### src/rtl/ddr_rw_arbiter_if.sv
// ddr_rw_arbiter_if: user write/read burst ports and DDR app-side command/data signals
interface ddr_rw_arbiter_if #(
  parameter int ADDR_W = 25,
  parameter int DATA_W = 256,
  parameter int LEN_W  = 10
);
  logic              init_done;
  logic              wr_req;
  logic [ADDR_W-1:0] wr_addr;
  logic [LEN_W-1:0]  wr_length;
  logic              wr_ack;
  logic [DATA_W-1:0] wr_data;
  logic              wr_finish;
  logic              rd_req;
  logic [ADDR_W-1:0] rd_addr;
  logic [LEN_W-1:0]  rd_length;
  logic              rd_ack;
  logic [DATA_W-1:0] rd_data;
  logic              rd_finish;
  logic              app_en;
  logic [2:0]        app_cmd;
  logic [ADDR_W-1:0] app_addr;
  logic              app_rdy;
  logic              app_wdf_wren;
  logic [DATA_W-1:0] app_wdf_data;
  logic              app_wdf_rdy;
  logic              app_rd_data_valid;
  logic [DATA_W-1:0] app_rd_data;
  modport master (
    input  init_done, wr_req, wr_addr, wr_length, wr_data, rd_req, rd_addr, rd_length,
           app_rdy, app_wdf_rdy, app_rd_data_valid, app_rd_data,
    output wr_ack, wr_finish, rd_ack, rd_data, rd_finish,
           app_en, app_cmd, app_addr, app_wdf_wren, app_wdf_data
  );
  modport slave (
    output init_done, wr_req, wr_addr, wr_length, wr_data, rd_req, rd_addr, rd_length,
           app_rdy, app_wdf_rdy, app_rd_data_valid, app_rd_data,
    input  wr_ack, wr_finish, rd_ack, rd_data, rd_finish,
           app_en, app_cmd, app_addr, app_wdf_wren, app_wdf_data
  );
endinterface

### src/rtl/ddr_rw_arbiter.sv
// ddr_rw_arbiter: round-robin write/read burst arbiter in front of a DDR app interface
module ddr_rw_arbiter #(
  parameter int ADDR_W    = 25,
  parameter int DATA_W    = 256,
  parameter int LEN_W     = 10,
  parameter int ADDR_STEP = 1
) (
  input logic clk_ref,
  input logic rst,
  ddr_rw_arbiter_if.master bus
);
  typedef enum logic [1:0] {IDLE, WRITE, READ, DONE} state_t;
  state_t            state, state_nx;
  logic              last_rd, is_rd, grant, pick_rd, busy;
  logic [ADDR_W-1:0] base;
  logic [LEN_W:0]    len, cmd_cnt, dat_cnt, cmd_nx, dat_nx;

  always_comb begin
    busy             = state == WRITE || state == READ;
    bus.app_en       = busy && cmd_cnt < len;
    bus.app_cmd      = {2'b00, state == READ};
    bus.app_addr     = base + ADDR_W'(cmd_cnt) * ADDR_W'(ADDR_STEP);
    bus.app_wdf_wren = state == WRITE && dat_cnt < len;
    bus.app_wdf_data = bus.wr_data;
    bus.wr_ack       = bus.app_wdf_wren && bus.app_wdf_rdy;
    bus.rd_ack       = state == READ && bus.app_rd_data_valid;
    bus.rd_data      = bus.app_rd_data;
    bus.wr_finish    = state == DONE && !is_rd;
    bus.rd_finish    = state == DONE && is_rd;
    cmd_nx           = cmd_cnt + (LEN_W+1)'(bus.app_en && bus.app_rdy);
    dat_nx           = dat_cnt + (LEN_W+1)'(bus.wr_ack || bus.rd_ack);
    grant            = state == IDLE && bus.init_done && (bus.wr_req || bus.rd_req);
    // last_rd set means the write side wins the next tie
    pick_rd          = bus.rd_req && (!bus.wr_req || !last_rd);
    state_nx         = grant ? (pick_rd ? READ : WRITE) :
                       (busy && cmd_nx == len && dat_nx == len) ? DONE :
                       state == DONE ? IDLE : state;
  end

  always_ff @(posedge clk_ref or posedge rst) begin
    if (rst) begin
      state   <= IDLE;
      last_rd <= 1'b1;
      is_rd   <= 1'b0;
      base    <= '0;
      len     <= '0;
      cmd_cnt <= '0;
      dat_cnt <= '0;
    end else begin
      state <= state_nx;
      if (grant) begin
        is_rd   <= pick_rd;
        last_rd <= pick_rd;
        base    <= pick_rd ? bus.rd_addr : bus.wr_addr;
        len     <= {1'b0, pick_rd ? bus.rd_length : bus.wr_length};
        cmd_cnt <= '0;
        dat_cnt <= '0;
      end else if (busy) begin
        cmd_cnt <= cmd_nx;
        dat_cnt <= dat_nx;
      end
    end
  end
endmodule

### src/flat_wrapper.sv
// flat-port wrapper written by rule: the top's interface ports become plain ports
module ddr_rw_arbiter_flat 
#(
  parameter int ADDR_W    = 25,
  parameter int DATA_W    = 256,
  parameter int LEN_W     = 10,
  parameter int ADDR_STEP = 1
)
  (clk_ref, rst, bus_init_done, bus_wr_req, bus_wr_addr, bus_wr_length, bus_wr_data, bus_rd_req, bus_rd_addr, bus_rd_length, bus_app_rdy, bus_app_wdf_rdy, bus_app_rd_data_valid, bus_app_rd_data, bus_wr_ack, bus_wr_finish, bus_rd_ack, bus_rd_data, bus_rd_finish, bus_app_en, bus_app_cmd, bus_app_addr, bus_app_wdf_wren, bus_app_wdf_data);
  ddr_rw_arbiter_if #(.ADDR_W(ADDR_W), .DATA_W(DATA_W), .LEN_W(LEN_W)) bus_i ();
  input logic clk_ref;
  input logic rst;
  input wire logic [$bits(bus_i.init_done)-1:0] bus_init_done;
  input wire logic [$bits(bus_i.wr_req)-1:0] bus_wr_req;
  input wire logic [$bits(bus_i.wr_addr)-1:0] bus_wr_addr;
  input wire logic [$bits(bus_i.wr_length)-1:0] bus_wr_length;
  input wire logic [$bits(bus_i.wr_data)-1:0] bus_wr_data;
  input wire logic [$bits(bus_i.rd_req)-1:0] bus_rd_req;
  input wire logic [$bits(bus_i.rd_addr)-1:0] bus_rd_addr;
  input wire logic [$bits(bus_i.rd_length)-1:0] bus_rd_length;
  input wire logic [$bits(bus_i.app_rdy)-1:0] bus_app_rdy;
  input wire logic [$bits(bus_i.app_wdf_rdy)-1:0] bus_app_wdf_rdy;
  input wire logic [$bits(bus_i.app_rd_data_valid)-1:0] bus_app_rd_data_valid;
  input wire logic [$bits(bus_i.app_rd_data)-1:0] bus_app_rd_data;
  output wire logic [$bits(bus_i.wr_ack)-1:0] bus_wr_ack;
  output wire logic [$bits(bus_i.wr_finish)-1:0] bus_wr_finish;
  output wire logic [$bits(bus_i.rd_ack)-1:0] bus_rd_ack;
  output wire logic [$bits(bus_i.rd_data)-1:0] bus_rd_data;
  output wire logic [$bits(bus_i.rd_finish)-1:0] bus_rd_finish;
  output wire logic [$bits(bus_i.app_en)-1:0] bus_app_en;
  output wire logic [$bits(bus_i.app_cmd)-1:0] bus_app_cmd;
  output wire logic [$bits(bus_i.app_addr)-1:0] bus_app_addr;
  output wire logic [$bits(bus_i.app_wdf_wren)-1:0] bus_app_wdf_wren;
  output wire logic [$bits(bus_i.app_wdf_data)-1:0] bus_app_wdf_data;
  assign bus_i.init_done = bus_init_done;
  assign bus_i.wr_req = bus_wr_req;
  assign bus_i.wr_addr = bus_wr_addr;
  assign bus_i.wr_length = bus_wr_length;
  assign bus_i.wr_data = bus_wr_data;
  assign bus_i.rd_req = bus_rd_req;
  assign bus_i.rd_addr = bus_rd_addr;
  assign bus_i.rd_length = bus_rd_length;
  assign bus_i.app_rdy = bus_app_rdy;
  assign bus_i.app_wdf_rdy = bus_app_wdf_rdy;
  assign bus_i.app_rd_data_valid = bus_app_rd_data_valid;
  assign bus_i.app_rd_data = bus_app_rd_data;
  assign bus_wr_ack = bus_i.wr_ack;
  assign bus_wr_finish = bus_i.wr_finish;
  assign bus_rd_ack = bus_i.rd_ack;
  assign bus_rd_data = bus_i.rd_data;
  assign bus_rd_finish = bus_i.rd_finish;
  assign bus_app_en = bus_i.app_en;
  assign bus_app_cmd = bus_i.app_cmd;
  assign bus_app_addr = bus_i.app_addr;
  assign bus_app_wdf_wren = bus_i.app_wdf_wren;
  assign bus_app_wdf_data = bus_i.app_wdf_data;
  ddr_rw_arbiter #(.ADDR_W(ADDR_W), .DATA_W(DATA_W), .LEN_W(LEN_W), .ADDR_STEP(ADDR_STEP)) u_core (.clk_ref(clk_ref), .rst(rst), .bus(bus_i));
endmodule
### config.mk
export PLATFORM = sky130hd
export DESIGN_NAME = ddr_rw_arbiter_flat
export DESIGN_NICKNAME = d
export VERILOG_FILES = /design/src/rtl/ddr_rw_arbiter_if.sv /design/src/rtl/ddr_rw_arbiter.sv /design/src/flat_wrapper.sv
export SDC_FILE = /design/constraint.sdc
export NUM_CORES = 1
export LEC_CHECK = 0
export CAP_MARGIN = 20
export CELL_PAD_IN_SITES_DETAIL_PLACEMENT = 1
export CELL_PAD_IN_SITES_GLOBAL_PLACEMENT = 1
export CORE_AREA = 2 2 445 447
export DETAILED_ROUTE_END_ITERATION = 8
export DIE_AREA = 0 0 447 449
export GPL_ROUTABILITY_DRIVEN = 0
export PLACE_DENSITY_LB_ADDON = 0.1
export SLEW_MARGIN = 15
export SYNTH_ARGS = -nofsm -noshare
export SYNTH_HDL_FRONTEND = slang
export SYNTH_SLANG_ARGS = --single-unit
export TNS_END_PERCENT = 100
### constraint.sdc
create_clock -name clk_ref -period 3.6 [get_ports clk_ref]
set_input_delay 0.72 -clock clk_ref [delete_from_list [all_inputs] [get_ports clk_ref]]
set_output_delay 0.72 -clock clk_ref [all_outputs]
set_load 0.05 [all_outputs]
==> results.json <==
{
  "fmax_ghz": 0.272,
  "seq_area_um2": 1530,
  "netlist_instances": 1004,
  "clockBufferDepth": 2,
  "syn_area_per_cell_um2": 8.32,
  "ant_nets": 0,
  "reg2reg_to": "u_core.state[0]$_DFFE_PP0P_",
  "power_density_nw_per_um2": 592,
  "antenna_found_initial": 2,
  "yosysSeqAreaShare_pct": 18.3,
  "dpl_cell_area_um2": 9760,
  "die-area_um2": 201000,
  "drt-total-wl_mm": 45.5,
  "tightest_slew_ps": 703,
  "slew_headroom_pct": 53.1,
  "drv_cap": 0,
  "crit_path_end_kind": "register",
  "insertion_delay_ps": 410,
  "hold_depth": 1,
  "status": "finished with violations",
  "synth_warnings": 0,
  "layout.nets": 1316,
  "path_max_fanout": 2,
  "io_pins": 1136,
  "grt_max_degree": 39,
  "grt_pass1_vias": 6291,
  "min_period_over_period_pct": 102,
  "htree_levels": 3,
  "track_usage_pct": 4.44,
  "final-setup-viol-count": 2,
  "leakagePower_nw": 3.57,
  "cts-root-buf": "clkbuf_16",
  "ir_worst_vdd_mv": 0.251,
  "port_buffers": 109,
  "row_count": 163,
  "worstRegToRegCells": 17,
  "p_int_w": 0.00326,
  "cts_hold_buf": 0,
  "swShare_pct": 48.5,
  "startpoint_type": "register",
  "multi_input_area_um2": 3170,
  "setup_ws_ps": -80.6,
  "synth_top_cells_by_area": "buf_4 46%, dfrtp_1 18%, ha_1 5.5%",
  "combPwrFrac_pct": 64.0,
  "fin_skew_ps": 12.5,
  "drc": 0,
  "dp.cells": 3298,
  "ys_types": 57,
  "start_util_pct": 4.26,
  "final_cells": 3334,
  "cp.required_ps": 3940,
  "p_switching_w": 0.00308,
  "drtIter0Drc": 214,
  "core_region_area_um2": 196000,
  "synthMostInstantiatedCell": "buf_4",
  "dieHeight_um": 449,
  "synthFlopType": "dfrtp_1",
  "rsz0062_at_grt": "true",
  "synth_top_area_share_pct": 46.3,
  "synthTopCellsByCount": "515 x buf_4, 60 x dfrtp_1, 52 x inv_1, 38 x nor2_1, 37 x ha_1",
  "holdWs_ps": 506,
  "arrival_ps": 4020,
  "num_vias": 5286,
  "total_power_w": 0.00635,
  "synth_top_cell_by_area": "buf_4",
  "die_x_um": 447,
  "crit_type": "reg2reg",
  "dpl.hpwl_mm": 36.8,
  "preCtsSetupSlack_ps": -455,
  "viasPerCell": 1.59,
  "syn-cell-area_um2": 8350,
  "period_minus_slack_ps": 3680,
  "r2r_slack_ps": -80,
  "synth-edff-count": 0,
  "drive_gt1_share_pct": 31.5,
  "clkSinkCount": 61,
  "ys_ff_latch": 61,
  "post-route-cell-area_um2": 10700,
  "clk_pin_slew_ps": 70,
  "holdPathEnd": "u_core.is_rd$_DFFE_PP0P_",
  "cts_buffers": 9,
  "clkPwrFrac_pct": 16.6,
  "seqPwrFrac_pct": 19.5,
  "drt_first_pass_iters": 5,
  "ys_async_sr_fraction_pct": 100,
  "syn2layout_area_growth_pct": 28.3,
  "hp-start": "u_core.is_rd$_DFFE_PP0P_",
  "finalHoldViolCount": 0,
  "regToRegStartpoint": "u_core.len[1]$_DFFE_PP0P_",
  "fillers": 23400,
  "slew_viol_final": 0,
  "grt_overflow": 0,
  "cts_tree": "built",
  "grt_pass1_wl_mm": 58.9,
  "holdCritPathClass": "reg2reg",
  "violations": "negative setup slack",
  "wire_per_inst_um": 13.6
}
power by group through the flow:
stage	Sequential [W]	Combinational (W)	Clock, W
after floorplan	0.00108	0.00336	0
after global placement	0.00122	0.00408	0
after detailed placement	0.00123	0.00402	0
after CTS	0.00125	0.00423	0.00116
after global routing	0.00129	0.00443	0.00116
final	0.00123	0.00406	0.00105
sequential cells by signal, indices dropped and copies added, names as in the netlist:
signal / count
u_core.cmd_cnt: 11
u_core.len: 10
u_core.base: 25
u_core.is_rd: 1
u_core.state: 2
u_core.dat_cnt: 11
u_core.last_rd: 1
worst max path at each step:
stage                                  start                          end  slack, ps  cells after the start
2_1_floorplan  u_core.dat_cnt[1]$_DFFE_PP0P_  u_core.state[0]$_DFFE_PP0P_          8                     15
3_5_place_dp       u_core.len[1]$_DFFE_PP0P_  u_core.state[1]$_DFFE_PP0P_       -460                     19
5_1_grt            u_core.len[1]$_DFFE_PP0P_  u_core.state[1]$_DFFE_PP0P_       -340                     17
3_3_place_gp       u_core.len[1]$_DFFE_PP0P_  u_core.state[0]$_DFFE_PP0P_       -570                     19
4_1_cts        u_core.cmd_cnt[0]$_DFFE_PP0P_             bus_app_addr[14]       -240                     13
6_report           u_core.len[1]$_DFFE_PP0P_  u_core.state[0]$_DFFE_PP0P_        -80                     17
area by class of cell:
type / instances / area share, %
Tap cell: 2640 / 30.8
Multi-Input combinational cell: 353 / 29.6
Timing Repair Buffer: 211 / 20.7
Sequential cell: 61 / 14.3
Clock buffer: 11 / 2.26
Inverter: 52 / 1.83
Clock inverter: 5 / 0.549
Antenna cell: 1 / 0.0233
layout by cell type (no fill, tap or decap), types with 3 or more instances in the layout:
cell,Yosys,layout
nand2_1,33,32
xor2_2,0,5
o21a_1,6,6
buf_6,1,8
xnor2_1,29,22
a21oi_2,0,5
nor2_4,0,6
dfrtp_1,60,60
buf_12,0,31
nor2_2,3,3
clkdlybuf4s50_1,0,82
o21ai_0,3,3
mux2i_1,4,4
nand3_1,20,20
xor2_1,30,23
and3_1,7,5
nor2_1,38,32
clkbuf_16,0,9
buf_4,515,89
o211ai_1,4,4
nand4_1,13,13
or3_1,4,4
nor2b_1,4,3
ha_4,0,11
xnor2_2,0,6
a222oi_1,35,35
ha_1,37,24
a21oi_1,10,4
nor3_1,7,5
and2_1,6,4
a211oi_1,4,3
inv_1,52,49
nand2b_1,4,4
a21o_1,15,15
layer usage:
layer | vias up | wire (µm) | global-route usage [%]
met3 | 295 | 4730 | 1.89
met2 | 361 | 23800 | 8.08
met4 | 4 | 4540 | 4.41
met1 | 2466 | 12400 | 3.42
met5 | - | 21 | 0
li1 | 2160 | - | -
worst max-delay path, cell delays in order, from the launching register on:
cell	delay, ps
dfrtp_1	390
inv_2	70
buf_6	90
ha_4	180
a21o_1	170
a21o_1	210
a211oi_2	240
o211ai_1	140
o211ai_1	140
a21o_1	270
ha_4	200
ha_4	210
or3_1	360
a22oi_1	170
nand4_1	210
a2111oi_4	320
nand4b_4	150
nand2_1	80
repair_timing:
item,4_1_cts,5_1_grt
buffers inserted,13,8
resized for setup,65,18
setup endpoints to repair,25,22
pin swaps,45,19
per-stage QoR:
step,setup TNS (ps),utilization (%)
after floorplan,0,-
after global placement,-2770,4.97
after detailed placement,-2080,4.97
after CTS,-1620,5.38
after global routing,-1650,5.46
final,-160,5.46
logic make-up after synthesis:
logic type,Yosys count,share of synthesized area [%]
xor gates and xnor gates,59,6.19
and+or+nand+nor,151,9.35
DFF,61,18.3
muxes,4,0.479
adders and majority gates,38,5.78
buffers and inverters,591,49.9
other,1,0.0449
AOI/OAI and AO/OA,99,9.98
No activity file was read; power rests on OpenSTA's default activity.
